===== config.mk =====
export PLATFORM = sky130hd
export DESIGN_NAME = decoder2x4_pulse
export DESIGN_NICKNAME = d
export VERILOG_FILES = /design/src/rtl/decoder2x4_pulse.sv
export SDC_FILE = /design/constraint.sdc
export NUM_CORES = 1
export LEC_CHECK = 0
export BUFFER_PORTS_ARGS = -buffer_cell sky130_fd_sc_hd__buf_2
export CAP_MARGIN = 15
export CORE_MARGIN = 5
export CORE_UTILIZATION = 55
export DETAILED_ROUTE_END_ITERATION = 10
export HOLD_SLACK_MARGIN = 0.02
export PLACE_DENSITY_LB_ADDON = 0.3
export SLEW_MARGIN = 20
export SYNTH_ARGS = -nofsm -noshare
export SYNTH_HDL_FRONTEND = slang
export SYNTH_SLANG_ARGS = --single-unit

===== constraint.sdc =====
create_clock -name clk -period 3.5 [get_ports clk]
set_clock_uncertainty 0.1 [all_clocks]
set_input_delay 0.525 -clock clk [delete_from_list [all_inputs] [get_ports clk]]
set_output_delay 0.525 -clock clk [all_outputs]
set_load 0.05 [all_outputs]

===== src/rtl/decoder2x4_pulse.sv =====
// Sequential 2-to-4 decoder: latches a 2-bit code on a valid/ready handshake and
// drives the matching one-hot line for PULSE_LEN cycles, followed by one all-zero gap cycle.
`timescale 1ns/1ps
module decoder2x4_pulse #(
  parameter int PULSE_LEN = 4,
  parameter int CNT_W     = 8
) (
  input  logic             clk,
  input  logic             rst,
  input  logic             en,
  input  logic             in_valid,
  output logic             in_ready,
  input  logic             a1,
  input  logic             a0,
  output logic             y3,
  output logic             y2,
  output logic             y1,
  output logic             y0,
  output logic             out_valid,
  output logic             busy,
  output logic [CNT_W-1:0] code_count
);

  typedef enum logic [1:0] {
    S_IDLE  = 2'd0,
    S_DRIVE = 2'd1,
    S_GAP   = 2'd2
  } state_t;

  localparam logic [3:0] TIMER_LOAD = 4'(PULSE_LEN - 1);

  state_t           state_q, state_d;
  logic [3:0]       timer_q, timer_d;
  logic [3:0]       y_q, y_d;
  logic             out_valid_q, out_valid_d;
  logic             busy_q, busy_d;
  logic [CNT_W-1:0] count_q, count_d;
  logic             accept;

  assign in_ready = (state_q == S_IDLE);
  assign accept   = in_valid & en & in_ready;

  always_comb begin
    state_d     = state_q;
    timer_d     = timer_q;
    y_d         = y_q;
    out_valid_d = out_valid_q;
    busy_d      = busy_q;
    count_d     = count_q;
    case (state_q)
      S_IDLE: begin
        if (accept) begin
          state_d     = S_DRIVE;
          timer_d     = TIMER_LOAD;
          y_d         = 4'b0001 << {a1, a0};
          out_valid_d = 1'b1;
          busy_d      = 1'b1;
          count_d     = count_q + CNT_W'(1);
        end
      end
      S_DRIVE: begin
        // A low enable truncates the pulse but still leaves the clean gap cycle.
        if (!en || timer_q == 4'd0) begin
          state_d     = S_GAP;
          y_d         = 4'b0000;
          out_valid_d = 1'b0;
        end else begin
          timer_d = timer_q - 4'd1;
        end
      end
      S_GAP: begin
        state_d = S_IDLE;
        busy_d  = 1'b0;
      end
      default: begin
        state_d     = S_IDLE;
        y_d         = 4'b0000;
        out_valid_d = 1'b0;
        busy_d      = 1'b0;
      end
    endcase
  end

  always_ff @(posedge clk) begin
    if (rst) begin
      state_q     <= S_IDLE;
      timer_q     <= 4'd0;
      y_q         <= 4'b0000;
      out_valid_q <= 1'b0;
      busy_q      <= 1'b0;
      count_q     <= '0;
    end else begin
      state_q     <= state_d;
      timer_q     <= timer_d;
      y_q         <= y_d;
      out_valid_q <= out_valid_d;
      busy_q      <= busy_d;
      count_q     <= count_d;
    end
  end

  assign y3         = y_q[3];
  assign y2         = y_q[2];
  assign y1         = y_q[1];
  assign y0         = y_q[0];
  assign out_valid  = out_valid_q;
  assign busy       = busy_q;
  assign code_count = count_q;

endmodule

==> results of run 1 <==
critical path: stages, from the launching register on:
cell and delay, ns:
dfxtp_1 0.34, inv_1 0.09, ha_1 0.20, or3b_1 0.53, a2111oi_2 0.41
how the worst max path moves through the flow:
stage	start	end	slack (ns)	depth (start not counted)
floorplan	code_count[0]	code_count[6]	1.73	4
detailed placement	en	code_count[7]	1.64	4
global route	timer_q[0]	state_q[1]	1.62	4
finish	timer_q[0]	state_q[1]	1.72	4
global placement	en	code_count[7]	1.71	4
CTS	timer_q[0]	state_q[1]	1.74	4
cell type report:
class,instances,area share
well taps,25,0.0280
clock buffers,4,0.0325
repair buffers,20,0.0896
multi-input cells,77,0.471
inverters,6,0.0202
flip-flops and latches,20,0.358
state kept, by name, indices dropped and copies added (netlist names):
signal and flops:
state_q 2, busy 1, y_q 4, code_count 8
timer_q 4, out_valid 1
cells in the final DEF, fill, tap and decap left out, drive strengths merged, types with 2 or more instances in the layout:
cell,n
nor4,2
nand2b,2
nor2,6
a21oi,7
ha,2
dfxtp,20
o31ai,3
mux2,2
or4,3
nor2b,2
nand3,13
buf,20
clkbuf,4
nand4,2
nand2,3
inv,6
a31oi,6
a211oi,2
nand3b,5
stage by stage:
step	hold WS, ns	setup slack, ns	area, sq um
3_3_place_gp	0.361	1.71	1080
3_5_place_dp	0.370	1.64	1080
2_1_floorplan	0.394	1.73	980
6_report	0.387	1.72	1120
5_1_grt	0.409	1.62	1120
4_1_cts	0.395	1.74	1120
layer usage:
metal | GRT usage | vias up
met5 | 0 | -
met4 | 0.0681 | 0
met3 | 0.0399 | 2
met2 | 0.282 | 28
met1 | 0.212 | 425
li1 | - | 449
power groups by stage:
stage | sequential (mW) | combinational (mW) | clock (mW)
6_report | 0.242 | 0.0738 | 0.133
5_1_grt | 0.243 | 0.0793 | 0.147
4_1_cts | 0.242 | 0.0732 | 0.136
3_5_place_dp | 0.247 | 0.0730 | 0
3_3_place_gp | 0.247 | 0.0718 | 0
2_1_floorplan | 0.262 | 0.0411 | 0
logic make-up after synthesis:
group	count (synthesis)	synth area share
buf+inv	12	0.0536
flops	20	0.409
mux	2	0.0230
fa+ha+maj	2	0.0255
xor+xnor	1	0.00894
simple gates	47	0.308
compound gates	25	0.172
==> metrics.md, run 1 <==
| Metric | Value |
|---|---|
| GRT Total Usage | 0.170 |
| Post-Synthesis Cells | 109 |
| R2r worst-path depth | 4 |
| Wire per inst | 14.0 um |
| First-pass GRT wire length | 3.47 mm |
| Hold path start | out_valid |
| Peak Freq | 0.561 GHz |
| Syn avg cell area | 8.99 sq um |
| CTS tree | done |
| Antenna violations before repair | 0 |
| Seq/Total Area, Yosys | 0.409 |
| Lkg Pwr | 0.416 nW |
| Slew @ Worst Pin | 0.409 ns |
| Largest net degree at the start of global routing | 24 |
| # setup viols final | 0 |
| Final period utilization | 0.510 |
| Top cell type's share of synthesized area | 0.409 |
| Starting Density | 0.574 |
| Setup TNS | 0 ns |
| Die width | 52.2 um |
| Critical Path End Type | register |
| Sw Share | 0.286 |
| Number of global-route vias before repair | 830 |
| Yosys cell types | 37 |
| Final Util | 0.654 |
| Core Box Area | 0.00171 sq mm |
| Met1 wire length | 978 um |
| Initial DRC count | 20 |
| Num CTS Buffers | 3 |
| Max-Cap Viols | 0 |
| Clock Path Buffers | 2 |
| Worst ir drop on vdd | 0.289 mV |
| CTS sink count | 20 |
| Int Pwr | 0.321 mW |
| Tmin final | 1.78 ns |
| Hold path endpoint | out_valid |
| Layout cells sized above 1 | 0.205 |
| Ys flop type | dfxtp_1 |
| YS warnings | 0 |
| FP Rows | 15 |
| Post-route insts no fill | 152 |
| Area Overhead vs Synth | 14.0% |
| Cts hold-fix bufs | 0 |
| Worst-skew pair later-pin latency | 0.30 ns |
| Top layer in use | met4 |
| Vias post-DR | 904 |
| Hold Crit Class | register to register |
| Register Area | 400 sq um |
| Status | completed |
| CTS resizes | 0 |
| Die area | 0.00273 sq mm |
| Crit path max fanout | 9 |
| DR pass1 iterations | 4 |
| Most common library cells after synthesis | dfxtp_1, nand3_1, a21oi_1 |
| DRC Markers | 0 |
| CP startpoint kind | register |
| Pwr dens | 402 mW/mm^2 |
| Fin nets | 136 |
| Worst endpoint data arrival time | 1.88 ns |
| Cell taking the most area after synthesis | dfxtp_1 |
| Power, Total | 0.449 mW |
| Port Buffers | 20 |
| Post-synth ARST share | 0 |
| R2R Path Start | timer_q[0] |
| Die extent in y | 52.2 um |
| Seq pwr share | 0.539 |
| Worst EP required | 3.60 ns |
| Most frequent cell after synthesis | dfxtp_1 |
| CTS Root Cell | clkbuf_4 |
| Metal2 WL | 1.01 mm |
| Routed Antenna Nets | 0 |
| Antenna cells | 0 |
| Clock-pin slew on the worst setup and hold paths | 0.11 ns |
| DR vias/cell | 5.95 |
| Clk network pwr share | 0.297 |
| Wire length on met3 | 119 um |
| H-tree depth | 1 |
| Global placement routability congestion | 0.829 |
| FF-to-FF End | state_q[1] |
| Slew HR | 0.728 |
| Placed insts | 148 |
| Hold depth | 2 |
| Multi-input gate area | 527 sq um |
| DRT Wirelength | 2.13 mm |
| Syn Nets | 117 |
| RSZ-0062 raised after global routing | false |
| Post-Syn Area | 980 sq um |
| Reg2Reg Setup Slack | 1.72 ns |
| Top post-synthesis cells by area | dfxtp_1, nand3_1, a31oi_1 |
| Comb pwr share | 0.164 |
| CP Class | register to register |
| EDFF count, synth | 0 |
| Filler cells | 145 |
| Max Transition Viols Final | 0 |
| DP Wirelength | 1.48 mm |
| Switching Power | 0.129 mW |
| Hold Vio Cnt, Final | 0 |
| Num ports | 21 |
| Grt ovf | 0 |
| #FFs+latches synth | 20 |
| Setup bufs post-CTS | 0 |
Note: power is estimated with default switching activity, not from simulation.
==> run 2: changes to the inputs <==
- CORE_ASPECT_RATIO: not set -> 0.7
- CORE_UTILIZATION: 55 -> 47
- clock period: 3.5 -> 1.6 ns (I/O delays scaled with it)
==> metrics.md, run 2 (synthesized netlist as in run 1, its figures left out) <==
| Metric | Value |
|---|---|
| Antenna cells | 0 |
| Final Util | 0.628 |
| Slew HR | 0.694 |
| DR pass1 iterations | 4 |
| GRT Total Usage | 0.164 |
| Max Transition Viols Final | 0 |
| CP max stage cell | and4bb_1 |
| Final period utilization | 0.967 |
| Wire per inst | 16.5 um |
| Max reg flops | 8 |
| Layout cells sized above 1 | 0.351 |
| Max-Cap Viols | 0 |
| DRT Wirelength | 2.57 mm |
| Clk network pwr share | 0.248 |
| Num CTS Buffers | 3 |
| Cts hold-fix bufs | 0 |
| R2r worst-path depth | 4 |
| # setup viols final | 0 |
| Number of global-route vias before repair | 843 |
| Worst endpoint data arrival time | 1.65 ns |
| Die area | 0.00311 sq mm |
| Antenna violations before repair | 0 |
| Clock-pin slew on the worst setup and hold paths | 0.11 ns |
| Slew @ Worst Pin | 0.458 ns |
| Area Overhead vs Synth | 23.0% |
| Seq pwr share | 0.540 |
| Most common cell after layout, fill and taps aside | buf_2 |
| CTS Root Cell | clkbuf_4 |
| CP Cell Sequence | buf_4, and4bb_1, nand4_1, mux2_1 |
| Comb pwr share | 0.212 |
| Pwr dens | 812 mW/mm^2 |
| Worst ir drop on vdd | 0.506 mV |
| Most frequent cells in the layout | buf_2, nand3_1, dfxtp_1 |
| Switching Power | 0.298 mW |
| Global placement routability congestion | 0.878 |
| Die width | 64.6 um |
| Clock Path Buffers | 2 |
| Max incr delay on CP | 0.39 ns |
| H-tree depth | 1 |
| Hold Vio Cnt, Final | 0 |
| FP Rows | 13 |
| DRC Markers | 0 |
| Status | completed |
| Routed Antenna Nets | 0 |
| Hold Crit Class | primary input to register |
| Largest net degree at the start of global routing | 24 |
| Sw Share | 0.304 |
| Grt ovf | 0 |
| Setup TNS | 0 ns |
| Hold slack | 0.123 ns |
| Worst-skew pair later-pin latency | 0.31 ns |
| Vias post-DR | 947 |
| Critical Path End Type | register |
| Die extent in y | 48.2 um |
| Starting Density | 0.510 |
| CTS sink count | 20 |
| DR vias/cell | 6.07 |
| Peak Freq | 0.646 GHz |
| Fin nets | 144 |
| Core Box Area | 0.00192 sq mm |
| DP Wirelength | 1.79 mm |
| Lkg Pwr | 0.454 nW |
| CTS tree | done |
| First-pass GRT wire length | 3.84 mm |
| Num ports | 21 |
| Initial DRC count | 39 |
| RSZ-0062 raised after global routing | true |
| Int Pwr | 0.681 mW |
| Port Buffers | 20 |
| Filler cells | 181 |
| Worst EP required | 1.71 ns |
| CP Class | register to register |
| Hold depth | 3 |
| CP startpoint kind | register |
| Tmin final | 1.55 ns |
| Crit path max fanout | 8 |
-- run 2: cell count changes in the layout (fill, tap and decap cells not counted), sizes merged --
cell	previous run	this run
clkbuf	4	3
buf	20	28
-- run 2: area by class of cell --
type / instances / area (sq um) / area share
Timing Repair Buffer: 28 / 164 / 0.136
Inverter: 6 / 22.5 / 0.0187
Sequential cell: 20 / 409 / 0.340
Tap cell: 22 / 27.5 / 0.0228
Clock buffer: 3 / 22.5 / 0.0187
Multi-Input combinational cell: 77 / 559 / 0.464
-- run 2: what timing repair did --
item                       in CTS  in global routing
cloned                          0                  0
gates resized for setup         1                  9
setup buffers                   0                  0
setup endpoints to repair       4                  9
pin swaps                       0                  1
-- run 2: worst max-delay path: cells and delay by family, from the launching register on --
kind                   cells  cell delay (ns)
buffers and inverters      1             0.16
muxes                      1             0.32
and+or+nand+nor            2             0.53
DFF                        1             0.33
-- run 2: stage by stage --
| step | worst slack [ns] | power [mW] | area (sq um) | instances |
|---|---|---|---|---|
| 2_1_floorplan | 0.0303 | 0.664 | 987 | 109 |
| 3_3_place_gp | 0.0511 | 0.720 | 1140 | 153 |
| 3_5_place_dp | -0.0288 | 0.725 | 1140 | 153 |
| 4_1_cts | 0.00857 | 0.963 | 1170 | 156 |
| 5_1_grt | -0.0161 | 1.02 | 1200 | 156 |
| 6_report | 0.0525 | 0.979 | 1200 | 156 |
-- run 2: layer usage --
metal | global-route usage | wire (um) | vias up
met5 | 0 | 0 | -
met4 | 0.0672 | 42 | 0
met2 | 0.270 | 1120 | 43
met1 | 0.206 | 1200 | 437
met3 | 0.0507 | 208 | 8
li1 | - | - | 459
-- run 2: power groups by stage --
| stage | combinational [mW] | sequential, mW | clock, mW |
|---|---|---|---|
| finish | 0.207 | 0.528 | 0.243 |
| global route | 0.222 | 0.531 | 0.268 |
| CTS | 0.191 | 0.527 | 0.245 |
| detailed placement | 0.187 | 0.538 | 0 |
| global placement | 0.183 | 0.537 | 0 |
| floorplan | 0.0900 | 0.574 | 0 |
-- run 2: worst paths after layout --
path              slack [ns]       start            end
hold / removal          0.12          a0         y_q[3]
setup reg to reg        0.05  state_q[1]  code_count[4]
setup / recovery        0.05  state_q[1]  code_count[4]
hold reg to reg         0.38   out_valid      out_valid
